File: config.mk
export PLATFORM = sky130hd
export DESIGN_NAME = io_ctrl_flat
export DESIGN_NICKNAME = d
export VERILOG_FILES = /design/src/rtl/io_pkg.sv /design/src/rtl/io_ctrl_if.sv /design/src/rtl/io_debounce.sv /design/src/rtl/io_ctrl.sv /design/src/flat_wrapper.sv
export SDC_FILE = /design/constraint.sdc
export NUM_CORES = 1
export LEC_CHECK = 0
export ABC_AREA = 1
export CELL_PAD_IN_SITES_DETAIL_PLACEMENT = 0
export CELL_PAD_IN_SITES_GLOBAL_PLACEMENT = 1
export CORE_ASPECT_RATIO = 1.25
export CORE_UTILIZATION = 45
export DETAILED_ROUTE_END_ITERATION = 6
export PLACE_DENSITY_LB_ADDON = 0.2
export SETUP_SLACK_MARGIN = 0.05
export SLEW_MARGIN = 20
export SYNTH_ARGS = -nofsm -noshare
export SYNTH_HDL_FRONTEND = slang
export SYNTH_SLANG_ARGS = --single-unit
File: constraint.sdc
create_clock -name clk -period 12.5 [get_ports clk]
set_input_delay 1.875 -clock clk [delete_from_list [all_inputs] [get_ports clk]]
set_output_delay 1.875 -clock clk [all_outputs]
set_load 0.02 [all_outputs]
File: src/rtl/io_pkg.sv
// rtl/io_pkg.sv - I/O register map constants shared by the io_ctrl slice
package io_pkg;

  // Lowest address bit of the I/O window; any set bit at or above it selects I/O
  localparam int IO_WIN_LSB = 13;

  localparam logic [15:0] IO_KDATA = 16'hFFF0;
  localparam logic [15:0] IO_SDATA = 16'hFFF2;
  localparam logic [15:0] IO_KSTAT = 16'hFFF4;
  localparam logic [15:0] IO_SSTAT = 16'hFFF6;
  localparam logic [15:0] IO_HEX   = 16'hFFF8;
  localparam logic [15:0] IO_LEDR  = 16'hFFFA;
  localparam logic [15:0] IO_LEDG  = 16'hFFFC;

  // Returned for anything that is not a mapped I/O register
  localparam logic [15:0] IO_DEAD  = 16'hDEAD;

  localparam int NUM_KEYS = 4;
  localparam int NUM_SWS  = 10;

endpackage

File: src/rtl/io_ctrl_if.sv
// rtl/io_ctrl_if.sv - processor data-memory bus as seen by the I/O block
interface io_ctrl_if #(
  parameter int DBITS = 16
);
  logic [DBITS-1:0] addr;
  logic [DBITS-1:0] din;
  logic             we;
  logic [DBITS-1:0] dout;
  logic             iosel;

  modport master (output addr, output din, output we, input dout, input iosel);
  modport slave  (input addr, input din, input we, output dout, output iosel);
endinterface

File: src/rtl/io_debounce.sv
// rtl/io_debounce.sv - one-bit 2-flop synchronizer followed by a stability counter
module io_debounce #(
  parameter int   DEB_CYCLES = 50000,
  parameter logic RST_VAL    = 1'b0
) (
  input  logic clk,
  input  logic rst,
  input  logic raw,
  output logic level,
  output logic change
);
  localparam int CW = $clog2(DEB_CYCLES + 1);

  logic [1:0]    sync_q, sync_d;
  logic [CW-1:0] cnt_q, cnt_d;
  logic          out_q, out_d;

  // Count consecutive cycles the synchronized input disagrees with the output;
  // flip the output on the last one, restart on any agreement
  always_comb begin
    sync_d = {sync_q[0], raw};
    cnt_d  = cnt_q;
    out_d  = out_q;
    change = 1'b0;
    if (sync_q[1] == out_q) begin
      cnt_d = '0;
    end else if (cnt_q >= CW'(DEB_CYCLES - 1)) begin
      out_d  = sync_q[1];
      cnt_d  = '0;
      change = 1'b1;
    end else begin
      cnt_d = cnt_q + CW'(1);
    end
  end

  // Synchronizer, counter and output level registers
  always_ff @(posedge clk or posedge rst) begin
    if (rst) begin
      sync_q <= {2{RST_VAL}};
      cnt_q  <= '0;
      out_q  <= RST_VAL;
    end else begin
      sync_q <= sync_d;
      cnt_q  <= cnt_d;
      out_q  <= out_d;
    end
  end

  assign level = out_q;
endmodule

File: src/rtl/io_ctrl.sv
// rtl/io_ctrl.sv - memory-mapped keys, switches, status, hex display and LED registers
module io_ctrl
  import io_pkg::*;
#(
  parameter int DBITS      = 16,
  parameter int DEB_CYCLES = 50000
) (
  input  logic        clk,
  input  logic        rst,
  io_ctrl_if.slave    bus,
  input  logic [3:0]  key,
  input  logic [9:0]  sw,
  output logic [15:0] hexval,
  output logic [9:0]  ledr,
  output logic [7:0]  ledg
);
  localparam int NIN = NUM_KEYS + NUM_SWS;

  logic [NIN-1:0] raw, deb, chg;
  logic [15:0]    hex_q, hex_d;
  logic [9:0]     ledr_q, ledr_d;
  logic [7:0]     ledg_q, ledg_d;
  logic [3:0]     kstat_q, kstat_d;
  logic [9:0]     sstat_q, sstat_d;
  logic           iosel, wr;
  logic [15:0]    rd_data;

  function automatic logic at(input logic [DBITS-1:0] a, input logic [15:0] r);
    return a == DBITS'(r);
  endfunction

  // Keys occupy bits 3:0 and idle high; switches occupy bits 13:4 and idle low
  assign raw = {sw, key};

  for (genvar i = 0; i < NIN; i++) begin : g_deb
    io_debounce #(
      .DEB_CYCLES (DEB_CYCLES),
      .RST_VAL    ((i < NUM_KEYS) ? 1'b1 : 1'b0)
    ) u_deb (
      .clk    (clk),
      .rst    (rst),
      .raw    (raw[i]),
      .level  (deb[i]),
      .change (chg[i])
    );
  end

  assign iosel     = |bus.addr[DBITS-1:IO_WIN_LSB];
  assign wr        = iosel & bus.we;
  assign bus.iosel = iosel;

  // Register writes and sticky status; a same-cycle set event beats a W1C clear
  always_comb begin
    hex_d   = hex_q;
    ledr_d  = ledr_q;
    ledg_d  = ledg_q;
    kstat_d = kstat_q;
    sstat_d = sstat_q;
    if (wr && at(bus.addr, IO_HEX))   hex_d   = bus.din[15:0];
    if (wr && at(bus.addr, IO_LEDR))  ledr_d  = bus.din[9:0];
    if (wr && at(bus.addr, IO_LEDG))  ledg_d  = bus.din[7:0];
    if (wr && at(bus.addr, IO_KSTAT)) kstat_d = kstat_q & ~bus.din[3:0];
    if (wr && at(bus.addr, IO_SSTAT)) sstat_d = sstat_q & ~bus.din[9:0];
    kstat_d = kstat_d | (chg[3:0] & deb[3:0]);
    sstat_d = sstat_d | chg[NIN-1:NUM_KEYS];
  end

  // Read mux; the value is the pre-write contents of the addressed register
  always_comb begin
    rd_data = IO_DEAD;
    if (iosel) begin
      if (at(bus.addr, IO_KDATA))      rd_data = {12'b0, deb[3:0]};
      else if (at(bus.addr, IO_SDATA)) rd_data = {6'b0, deb[NIN-1:NUM_KEYS]};
      else if (at(bus.addr, IO_KSTAT)) rd_data = {12'b0, kstat_q};
      else if (at(bus.addr, IO_SSTAT)) rd_data = {6'b0, sstat_q};
      else if (at(bus.addr, IO_HEX))   rd_data = hex_q;
      else if (at(bus.addr, IO_LEDR))  rd_data = {6'b0, ledr_q};
      else if (at(bus.addr, IO_LEDG))  rd_data = {8'b0, ledg_q};
    end
  end

  assign bus.dout = DBITS'(rd_data);

  // Output and status registers
  always_ff @(posedge clk or posedge rst) begin
    if (rst) begin
      hex_q   <= '0;
      ledr_q  <= '0;
      ledg_q  <= '0;
      kstat_q <= '0;
      sstat_q <= '0;
    end else begin
      hex_q   <= hex_d;
      ledr_q  <= ledr_d;
      ledg_q  <= ledg_d;
      kstat_q <= kstat_d;
      sstat_q <= sstat_d;
    end
  end

  assign hexval = hex_q;
  assign ledr   = ledr_q;
  assign ledg   = ledg_q;
endmodule

File: src/flat_wrapper.sv
// flat-port wrapper written by rule: the top's interface ports become plain ports
module io_ctrl_flat import io_pkg::*;
#(
  parameter int DBITS      = 16,
  parameter int DEB_CYCLES = 50000
)
  (clk, rst, key, sw, hexval, ledr, ledg, bus_addr, bus_din, bus_we, bus_dout, bus_iosel);
  io_ctrl_if #(.DBITS(DBITS)) bus_i ();
  input  logic clk;
  input  logic rst;
  input  logic [3:0] key;
  input  logic [9:0] sw;
  output logic [15:0] hexval;
  output logic [9:0] ledr;
  output logic [7:0] ledg;
  input wire logic [$bits(bus_i.addr)-1:0] bus_addr;
  input wire logic [$bits(bus_i.din)-1:0] bus_din;
  input wire logic [$bits(bus_i.we)-1:0] bus_we;
  output wire logic [$bits(bus_i.dout)-1:0] bus_dout;
  output wire logic [$bits(bus_i.iosel)-1:0] bus_iosel;
  assign bus_i.addr = bus_addr;
  assign bus_i.din = bus_din;
  assign bus_i.we = bus_we;
  assign bus_dout = bus_i.dout;
  assign bus_iosel = bus_i.iosel;
  io_ctrl #(.DBITS(DBITS), .DEB_CYCLES(DEB_CYCLES)) u_core (.clk(clk), .rst(rst), .bus(bus_i), .key(key), .sw(sw), .hexval(hexval), .ledr(ledr), .ledg(ledg));
endmodule
# Word-level counts from Yosys, hierarchy flattened
# Cells that the tools add are included.
# word_totals
regBits	314
latchBits	0
ramBits	0
rom_bits	0
wordCells	204
n_memories	0
# classes
n_addsub	14
mul	0
div_mod_pow	0
order_cmp	14
n_eq_ne	21
shift	0
muxes	66
n_bitwise	22
n_reduce_logical	20
# op_table
cell	count
2-to-1 mux 16 bit	36
adder 16 x 1 -> 16 bit (second input constant)	14
greater-or-equal comparator 16 bit (second input constant)	14
== test 16 bit (second input constant)	7
2-to-1 mux 1 bit	28
AND reduction 2 bit	14
== test 1 bit	14
NOT 1 bit	14
AND 10 bit	1
2-to-1 mux 10 bit	1
NOT 10 bit	1
bitwise OR 10 bit	1
AND 4 bit	2
logical AND 1 bit	5
2-to-1 mux 4 bit	1
NOT 4 bit	1
bitwise OR 4 bit	1
OR reduction 3 bit	1
AND 1 bit	1

# Depth between registers and ports, before layout
# Gate-level depths: netlist (run 1).
# logic_depth
depth_word	9
depth_mapped	12
mapped_depth_nobuf	12

# Hierarchy
# Synthesis (run 1) repeated with hierarchy kept, for this count alone.
# hier_totals
hier_cells	2074
area_unflattened_um2	16480.8
# by_module_without_submodules
mod	instances	cells_each	area_each_um2	seq_area_each_um2
io_debounce (u_core.g_deb[10].u_deb ...)	10	122	980.9	475.5
io_debounce (u_core.g_deb[0].u_deb ...)	4	122	984.7	479.2
io_ctrl	1	366	2732.6	1201.2

# Worst setup path before layout (run 1)
# Ideal clock, no wire load.
# synth_path
path_kind	input-to-output
startpoint	in bus_addr[11]
endpoint	out bus_dout[1]
arrival_ps	3052
slack_ps	7573
cell_stages	10
path_cell_list	nand2_1 -> nor2_2 -> nand2_2 -> nor2_1 -> nand2_1 -> nand2_2 -> nand2_1 -> nand3_1 -> nand2_1 -> a21oi_1
# synth_via
elab_chain_len	9
elab_cells_between_ends	15
cone_classes	eq/ne (7); mux (8)
# synth_lines
element	line_no	rtl
from (decl)	flat_wrapper.sv:16	input wire logic [$bits(bus_i.addr)-1:0] bus_addr;
== test 16 bit	io_ctrl.sv:29	return a == DBITS'(r);
2-to-1 mux 16 bit	io_ctrl.sv:78	else if (at(bus.addr, IO_LEDG)) rd_data = {8'b0, ledg_q};
2-to-1 mux 16 bit	io_ctrl.sv:77	else if (at(bus.addr, IO_LEDR)) rd_data = {6'b0, ledr_q};
2-to-1 mux 16 bit	io_ctrl.sv:76	else if (at(bus.addr, IO_HEX)) rd_data = hex_q;
2-to-1 mux 16 bit	io_ctrl.sv:75	else if (at(bus.addr, IO_SSTAT)) rd_data = {6'b0, sstat_q};
2-to-1 mux 16 bit	io_ctrl.sv:74	else if (at(bus.addr, IO_KSTAT)) rd_data = {12'b0, kstat_q};
2-to-1 mux 16 bit	io_ctrl.sv:73	else if (at(bus.addr, IO_SDATA)) rd_data = {6'b0, deb[NIN-1:NUM_KEYS]};
2-to-1 mux 16 bit (*)	io_ctrl.sv:72	if (at(bus.addr, IO_KDATA)) rd_data = {12'b0, deb[3:0]};
2-to-1 mux 16 bit (*)	io_ctrl.sv:71	if (iosel) begin
to (decl)	flat_wrapper.sv:19	output wire logic [$bits(bus_i.dout)-1:0] bus_dout;
# Mark *: on every way between the ends. The rest lies on a longest branch, timed or not.

# Final worst setup path (run 1)
# layout_path
startpoint	in bus_addr[15]
endpoint	out bus_dout[1]
# layout_via
elab_chain_len	9
elab_cells_between_ends	16
cone_classes	eq/ne (7); mux (8); reduce/logical (1)
# layout_lines
element	line_no
== test 16 bit	io_ctrl.sv:29
2-to-1 mux 16 bit	io_ctrl.sv:78
2-to-1 mux 16 bit	io_ctrl.sv:77
2-to-1 mux 16 bit	io_ctrl.sv:76
2-to-1 mux 16 bit	io_ctrl.sv:75
2-to-1 mux 16 bit	io_ctrl.sv:74
2-to-1 mux 16 bit	io_ctrl.sv:73
2-to-1 mux 16 bit	io_ctrl.sv:72
2-to-1 mux 16 bit (*)	io_ctrl.sv:71
# Marked as above.

==> impl_results.md, run 1 <==
* Post-layout instance area at 18000 µm²
* Arrival time at the worst endpoint at 4.50 ns
* Part of the cycle the worst path needs at 51.0%
* TritonCTS clock tree: built
* Setup Total Neg Slack at 0 ns
* Total count of hold-check failures in the final report at 0
* Hold-fix buffers, CTS at 0
* Final worst clock skew at 0.0156 ns
* Share of post-route cells with drive strength above 1 at 7.62%
* Reg-to-reg critical path startpoint: u_core.g_deb[1].u_deb.cnt_q[0]$_DFF_PP0_
* Total length of routed wires at 35000 µm
* Number of buffers on the longest clock path at 3
* GP Congestion at 0.872
* Placed wire-length estimate after detailed placement at 25200 µm
* Required time worst endpoint at 10.62 ns
* Post-CTS setup buffer count at 0
* Placement Cell Area at 16800 µm²
* Insertion delay of the later-clocked pin in the worst-skew pair at 0.52 ns
* Maximum cell stage delay along the critical path at 0.69 ns
* Number of levels the H-tree was split into at 2
* Clock Sinks at 314
* Top-level port count at 100
* Run status: complete, no violations
* Number of rows in the core area at 75
* Main area contributors after synthesis: sky130_fd_sc_hd__dfrtp_1 49%, sky130_fd_sc_hd__nand2_1 9.6%, sky130_fd_sc_hd__nor2_1 7.0%
* Number of diodes at 0
* Flip-flop and latch count after synthesis at 314
* Port Buffers at 99
* Mapped Avg Cell Area at 8.30 µm²
* Worst reg-to-reg path cell count at 8
* Final setup viols at 0
* Clock root buffer master: sky130_fd_sc_hd__clkbuf_16
* Crit path capture: bus_dout[1]
* Number of buffers added by the clock tree synthesis step at 35
* Pin count of the biggest net entering global routing at 119
* Via count of the first global-routing pass at 12097
* Max transition margin at 40.4%
* Max Transition Viols Final at 0
* Critical path peak fanout at 8
* Post-DRT Antenna Nets at 0
* Measured slew at the worst slew-check pin at 0.894 ns
* Iteration-0 DRC Markers at 664
* Asr flop ratio synth at 100%
* Leading area contributor after synthesis: sky130_fd_sc_hd__dfrtp_1
* Worst hold path class: register to register
* Post-Syn Nets at 1926
* Count of vias placed by the detailed router at 12211
* Worst reg-to-reg setup slack at 10.48 ns
* Number of standard cells after synthesis at 1863
* Static leakage at 8.06 nW
* Peak VDD IR at 0.0000856 V
* Synth top area share at 48.9%
* Starting Density at 45.9%
* Leading register cell type out of synthesis: sky130_fd_sc_hd__dfrtp_1
* Number of synthesis warnings at 0
* Floorplan die area at 35100 µm²
* Pwr dens at 118 nW/µm²
* Resized Gates After CTS at 0
* Post-layout nets at 2045
* Clk slew on worst S/H paths at 0.06 ns
* Average routed wire per standard cell at 14.4 µm
* Cells traversed along the worst timing path: clkdlybuf4s50_1 > nand2_1 > nor2_4 > nand3_2 > inv_1 > nand3_2 > inv_1 > a21oi_1 > a21oi_1 > clkdlybuf4s50_1
* Area of the placeable core at 33700 µm²
* Via-per-instance ratio at 5.03
* Element type at the critical path end: primary output
* Initial antenna violation count at 0
* Number of iterations in the first detailed-routing pass at 5
* CP max-delay cell: sky130_fd_sc_hd__clkdlybuf4s50_1
* Die outline height at 209 µm
* Max Cap Viol at 0
* First-pass GRT wire length at 59500 µm
* First element of the critical path: bus_addr[15]
* Category of the most critical setup path: primary input to primary output
* Crit path launch type: primary input
* Post-synth EDFFs at 0
* DRC violations left at 0
* Netlist Area Pre-Place at 15500 µm²
* Minimum clock period after layout at 6.38 ns
* Gr ovfl total at 0
* Total routing resource utilization after global routing at 20.9%
* Number of unique standard cell types used by synthesis at 47
* Peak clock frequency supported by timing at 157 MHz
* Die width at 168 µm
* Endpoint of the worst-slack reg-to-reg timing path: u_core.g_deb[1].u_deb.cnt_q[8]$_DFF_PP0_
* Share of synthesized area occupied by flip-flops and latches at 50.9%
* Unrepaired setup endpoints after global routing: false
* Area added between synthesis and finish at 16.3%
-- cell usage after synthesis, drive strengths merged (16+ instances only) --
| master | n |
|---|---|
| a21oi | 57 |
| buf | 21 |
| dfrtp | 302 |
| inv | 228 |
| nand2 | 404 |
| nand3 | 125 |
| nand4 | 18 |
| nor2 | 312 |
| nor3 | 90 |
| nor4 | 24 |
| o21ai | 86 |
| or2 | 16 |
| xnor2 | 33 |
| xor2 | 58 |
-- how the worst min path moves through the flow --
stage                                                from                                         end  slack (ns)  cells past startpoint
4_1_cts         u_core.g_deb[8].u_deb.sync_q[0]$_DFF_PP0_   u_core.g_deb[8].u_deb.sync_q[1]$_DFF_PP0_        0.35                      0
2_1_floorplan  u_core.g_deb[10].u_deb.sync_q[0]$_DFF_PP0_  u_core.g_deb[10].u_deb.sync_q[1]$_DFF_PP0_        0.33                      0
6_report        u_core.g_deb[8].u_deb.sync_q[0]$_DFF_PP0_   u_core.g_deb[8].u_deb.sync_q[1]$_DFF_PP0_        0.35                      0
5_1_grt         u_core.g_deb[9].u_deb.sync_q[0]$_DFF_PP0_   u_core.g_deb[9].u_deb.sync_q[1]$_DFF_PP0_        0.35                      0
3_5_place_dp    u_core.g_deb[8].u_deb.sync_q[0]$_DFF_PP0_   u_core.g_deb[8].u_deb.sync_q[1]$_DFF_PP0_        0.34                      0
3_3_place_gp    u_core.g_deb[9].u_deb.sync_q[0]$_DFF_PP0_   u_core.g_deb[9].u_deb.sync_q[1]$_DFF_PP0_        0.33                      0
-- worst max-delay path: cells and delay by family --
kind                   cells  cell delay [ns]
AO/OA/AOI/OAI              2             0.49
buffers and inverters      4             1.59
AND/OR/NAND/NOR            4             0.55
-- cell usage in the layout (no fill, tap or decap), types with 14 or more instances in the layout --
cell,netlist,layout
sky130_fd_sc_hd__clkbuf_1,0,14
sky130_fd_sc_hd__clkdlybuf4s50_1,0,99
sky130_fd_sc_hd__nand3_1,114,114
sky130_fd_sc_hd__dfrtp_1,302,302
sky130_fd_sc_hd__ha_1,14,14
sky130_fd_sc_hd__nand4_1,17,17
sky130_fd_sc_hd__nor2_2,20,20
sky130_fd_sc_hd__o21ai_1,21,21
sky130_fd_sc_hd__xnor2_1,33,33
sky130_fd_sc_hd__o21ai_0,65,65
sky130_fd_sc_hd__xor2_1,58,58
sky130_fd_sc_hd__clkbuf_16,0,37
sky130_fd_sc_hd__nand2_1,395,395
sky130_fd_sc_hd__inv_1,224,223
sky130_fd_sc_hd__nor2_1,287,287
sky130_fd_sc_hd__a21oi_1,50,50
sky130_fd_sc_hd__nor3_1,80,80
sky130_fd_sc_hd__nor4_1,22,22
-- layout make-up --
cell class	count	area (µm²)
Fill cell	3150	15700
Sequential cell	314	7870
Multi-Input combinational cell	1298	6560
Timing Repair Buffer	103	1040
Clock buffer	55	1030
Inverter	230	873
Tap cell	423	529
Clock inverter	7	62.6
-- through the flow --
stage / hold slack [ns] / utilization [%] / setup WS, ns / cells / power [mW]
2_1_floorplan: 0.331 / - / 1.96 / 1863 / 1.11
4_1_cts: 0.348 / 53.3 / 6.09 / 2429 / 2.15
3_3_place_gp: 0.334 / 50.0 / 6.16 / 2367 / 1.14
6_report: 0.347 / 53.3 / 6.12 / 2430 / 2.11
5_1_grt: 0.351 / 53.3 / 5.97 / 2430 / 2.20
3_5_place_dp: 0.343 / 50.0 / 6.10 / 2367 / 1.15
-- kinds of logic after synthesis --
| kind of cell | share of synthesized area [%] |
|---|---|
| AO/OA/AOI/OAI | 6.42 |
| buffers and inverters | 6.64 |
| XOR/XNOR | 5.16 |
| adder cells (fa/ha/maj) | 1.13 |
| multiplexers | 0.437 |
| AND/OR/NAND/NOR | 29.3 |
| flip-flops | 50.9 |
-- power breakdown --
part,leakage (nW),switching [mW],internal (mW),total [mW]
sequential,4.19,0.0111,1.03,1.04
clock,0.535,0.397,0.588,0.985
combinational,3.33,0.0523,0.0299,0.0822
total,8.06,0.461,1.65,2.11
-- flip-flops by register name, summed over array words and instances, names as in the netlist --
signal                     count
u_core.g_deb.u_deb.cnt_q     224
u_core.g_deb.u_deb.sync_q     28
u_core.hexval                 16
u_core.g_deb.u_deb.level      14
u_core.ledr                   10
u_core.sstat_q                10
u_core.ledg                    8
u_core.kstat_q                 4
-- routing by layer --
metal / share of wire [%] / vias up / GRT usage (%) / wire length, µm
li1: - / 6206 / - / -
met1: 45 / 5756 / 27.4 / 15900
met2: 47 / 204 / 34.2 / 16300
met3: 5.4 / 45 / 4.89 / 1890
met4: 2.5 / 0 / 6.49 / 881
met5: 0 / - / 0 / 0
Power figures use the tool's default switching activity.
==> run 2, diff against run 1 <==
- CORE_UTILIZATION: 45 -> 41
- clock period: 12.5 -> 5.2 ns (I/O delays scaled with it)
==> impl_results.md, run 2 (synthesis gave the netlist of run 1 again) <==
* Run status: complete, no violations
* Post-CTS setup buffer count at 0 (unchanged)
* Via count of the first global-routing pass at 12107 (+0.083%)
* Number of iterations in the first detailed-routing pass at 5 (unchanged)
* Crit path launch type: primary input
* Arrival time at the worst endpoint at 3.29 ns (-1.21 ns)
* Clock root buffer master: sky130_fd_sc_hd__clkbuf_16
* Post-layout utilization of the core at 48.8% (-4.5 points)
* Critical path depth in cells at 11 (+1)
* Measured slew at the worst slew-check pin at 0.921 ns (+0.0269 ns)
* Clock Sinks at 314 (unchanged)
* Initial antenna violation count at 1 (+1)
* Element type at the critical path end: primary output
* Number of filler instances in the final layout at 3599 (+14%)
* Clk slew on worst S/H paths at 0.06 ns (about the same)
* Total length of routed wires at 35700 µm (+1.9%)
* Post-DRT Antenna Nets at 0 (unchanged)
* Floorplan die area at 38500 µm² (+9.7%)
* Area added between synthesis and finish at 17.4%
* Most common cell type on the critical path: sky130_fd_sc_hd__nor2_1
* First-pass GRT wire length at 59500 µm (about the same)
* Pwr dens at 289 nW/µm² (+150%)
* Commonest cells after routing, fill and taps aside: 395 x sky130_fd_sc_hd__nand2_1, 302 x sky130_fd_sc_hd__dfrtp_1, 287 x sky130_fd_sc_hd__nor2_1
* Area of the placeable core at 37200 µm² (+10%)
* Number of levels the H-tree was split into at 2 (unchanged)
* Share of post-route cells with drive strength above 1 at 7.86% (+0.24 points)
* Cells traversed along the worst timing path: clkdlybuf4s50_1 > nand2_1 > inv_1 > nand2_1 > nor2_1 > nand3_1 > inv_2 > nor2_1 > nand4_2 > nor2_1 > clkdlybuf4s50_1
* Category of the most critical setup path: primary input to primary output
* Via-per-instance ratio at 4.90 (-2.5%)
* Peak VDD IR at 0.000228 V (+170%)
* Count of vias placed by the detailed router at 12224 (+0.11%)
* Largest register by flop count: u_core.g_deb.u_deb.cnt_q
* Number of buffers on the longest clock path at 3 (unchanged)
* Crit-path leading delay family: simple AND/OR/NAND/NOR gates
* Number of flip-flops in the largest register at 224 (unchanged)
* Part of the cycle the worst path needs at 78.3%
* Buffers & Inverters on Critical Path at 4 (unchanged)
* Most common library cell in the layout ignoring fill and taps: sky130_fd_sc_hd__nand2_1
* Hold-critical path depth at 0 (unchanged)
* Minimum clock period after layout at 4.07 ns
* Critical path peak fanout at 7 (-1)
* Number of diodes at 0 (unchanged)
* Maximum cell stage delay along the critical path at 0.63 ns (-0.06 ns)
* Number of buffers added by the clock tree synthesis step at 36 (+2.9%)
* Setup Total Neg Slack at 0 ns (unchanged)
* Static leakage at 8.10 nW (+0.48%)
* DRC violations left at 0 (unchanged)
* Max transition margin at 38.5% (-1.9 points)
* Post-placement cell count at 2431 (+2.7%)
* Worst reg-to-reg setup slack at 3.21 ns (-7.27 ns)
* Total count of hold-check failures in the final report at 0 (unchanged)
* Number of rows in the core area at 79 (+5.3%)
* Placed wire-length estimate after detailed placement at 25800 µm (+2.3%)
* TritonCTS clock tree: built
* Starting Density at 41.6% (-4.3 points)
* GP Congestion at 0.860 (-1.3%)
* Post-layout nets at 2046 (+0.049%)
* Total routing resource utilization after global routing at 19.1% (-1.8 points)
* Finished Layout Cells at 2495 (+2.7%)
* Die outline height at 219 µm (+4.7%)
* Port Buffers at 99 (unchanged)
* Final worst clock skew at 0.0127 ns (-0.00291 ns)
* Resized Gates After CTS at 0 (unchanged)
* Peak clock frequency supported by timing at 246 MHz
* Pin count of the biggest net entering global routing at 106 (-11%)
* Top-level port count at 100 (unchanged)
* Unrepaired setup endpoints after global routing: false
* Max Cap Viol at 0 (unchanged)
* Hold-fix buffers, CTS at 0 (unchanged)
* Average routed wire per standard cell at 14.3 µm (-0.73%)
* Required time worst endpoint at 4.42 ns (-6.20 ns)
* Gr ovfl total at 0 (unchanged)
* Insertion delay of the later-clocked pin in the worst-skew pair at 0.53 ns (about the same)
* Area of the multi-input gates at 6560 µm² (unchanged)
* Final setup viols at 0 (unchanged)
* Worst hold path class: register to register
* Iteration-0 DRC Markers at 778 (+17%)
* CP max-delay cell: sky130_fd_sc_hd__clkdlybuf4s50_1
* Die width at 176 µm (+4.7%)
* Worst reg-to-reg path cell count at 8 (unchanged)
* Sequential cell area at 7870 µm² (unchanged)
* Max Transition Viols Final at 0 (unchanged)
## run 2: cell type report
cell class | count | share of cell area [%]
inverter | 230 | 4.79
sequential | 314 | 43.4
clock inverter | 12 | 0.841
multi-input combinational | 1298 | 36.1
clock buffer | 52 | 5.64
timing repair buffer | 103 | 5.84
tap | 486 | 3.35
## run 2: through the flow
stage / cell area (µm²) / setup WS (ns) / hold WS, ns / power (mW)
after floorplan: 15500 / 0.247 / 0.331 / 2.68
after global placement: 17000 / 1.21 / 0.334 / 2.76
after detailed placement: 17000 / 1.13 / 0.335 / 2.76
after CTS: 18100 / 1.11 / 0.349 / 5.34
after global routing: 18100 / 0.959 / 0.349 / 5.45
final: 18100 / 1.13 / 0.342 / 5.24
## run 2: metal layers
layer | vias to the layer above | GRT usage [%] | wire (µm)
li1 | 6201 | - | -
met1 | 5755 | 25.2 | 16400
met2 | 212 | 31.6 | 16700
met3 | 54 | 3.38 | 1470
met4 | 2 | 6.90 | 1040
met5 | - | 0 | 11
## run 2: final timing paths
path                                                             endpoint                                 startpoint
worst max-delay path                                         bus_dout[12]                                bus_addr[7]
worst min-delay path            u_core.g_deb[5].u_deb.sync_q[1]$_DFF_PP0_  u_core.g_deb[5].u_deb.sync_q[0]$_DFF_PP0_
worst max register to register   u_core.g_deb[1].u_deb.cnt_q[8]$_DFF_PP0_   u_core.g_deb[1].u_deb.cnt_q[0]$_DFF_PP0_
worst min register to register  u_core.g_deb[5].u_deb.sync_q[1]$_DFF_PP0_  u_core.g_deb[5].u_deb.sync_q[0]$_DFF_PP0_
max in group asynchronous        u_core.g_deb[2].u_deb.cnt_q[5]$_DFF_PP0_                                        rst
min in group asynchronous       u_core.g_deb[8].u_deb.cnt_q[12]$_DFF_PP0_                                        rst
## run 2: power by group
group	internal [mW]	leakage, nW	switching, mW
registers	2.48	4.19	0.0255
clock network	1.52	0.574	1.01
logic	0.0731	3.33	0.127
total	4.08	8.10	1.16
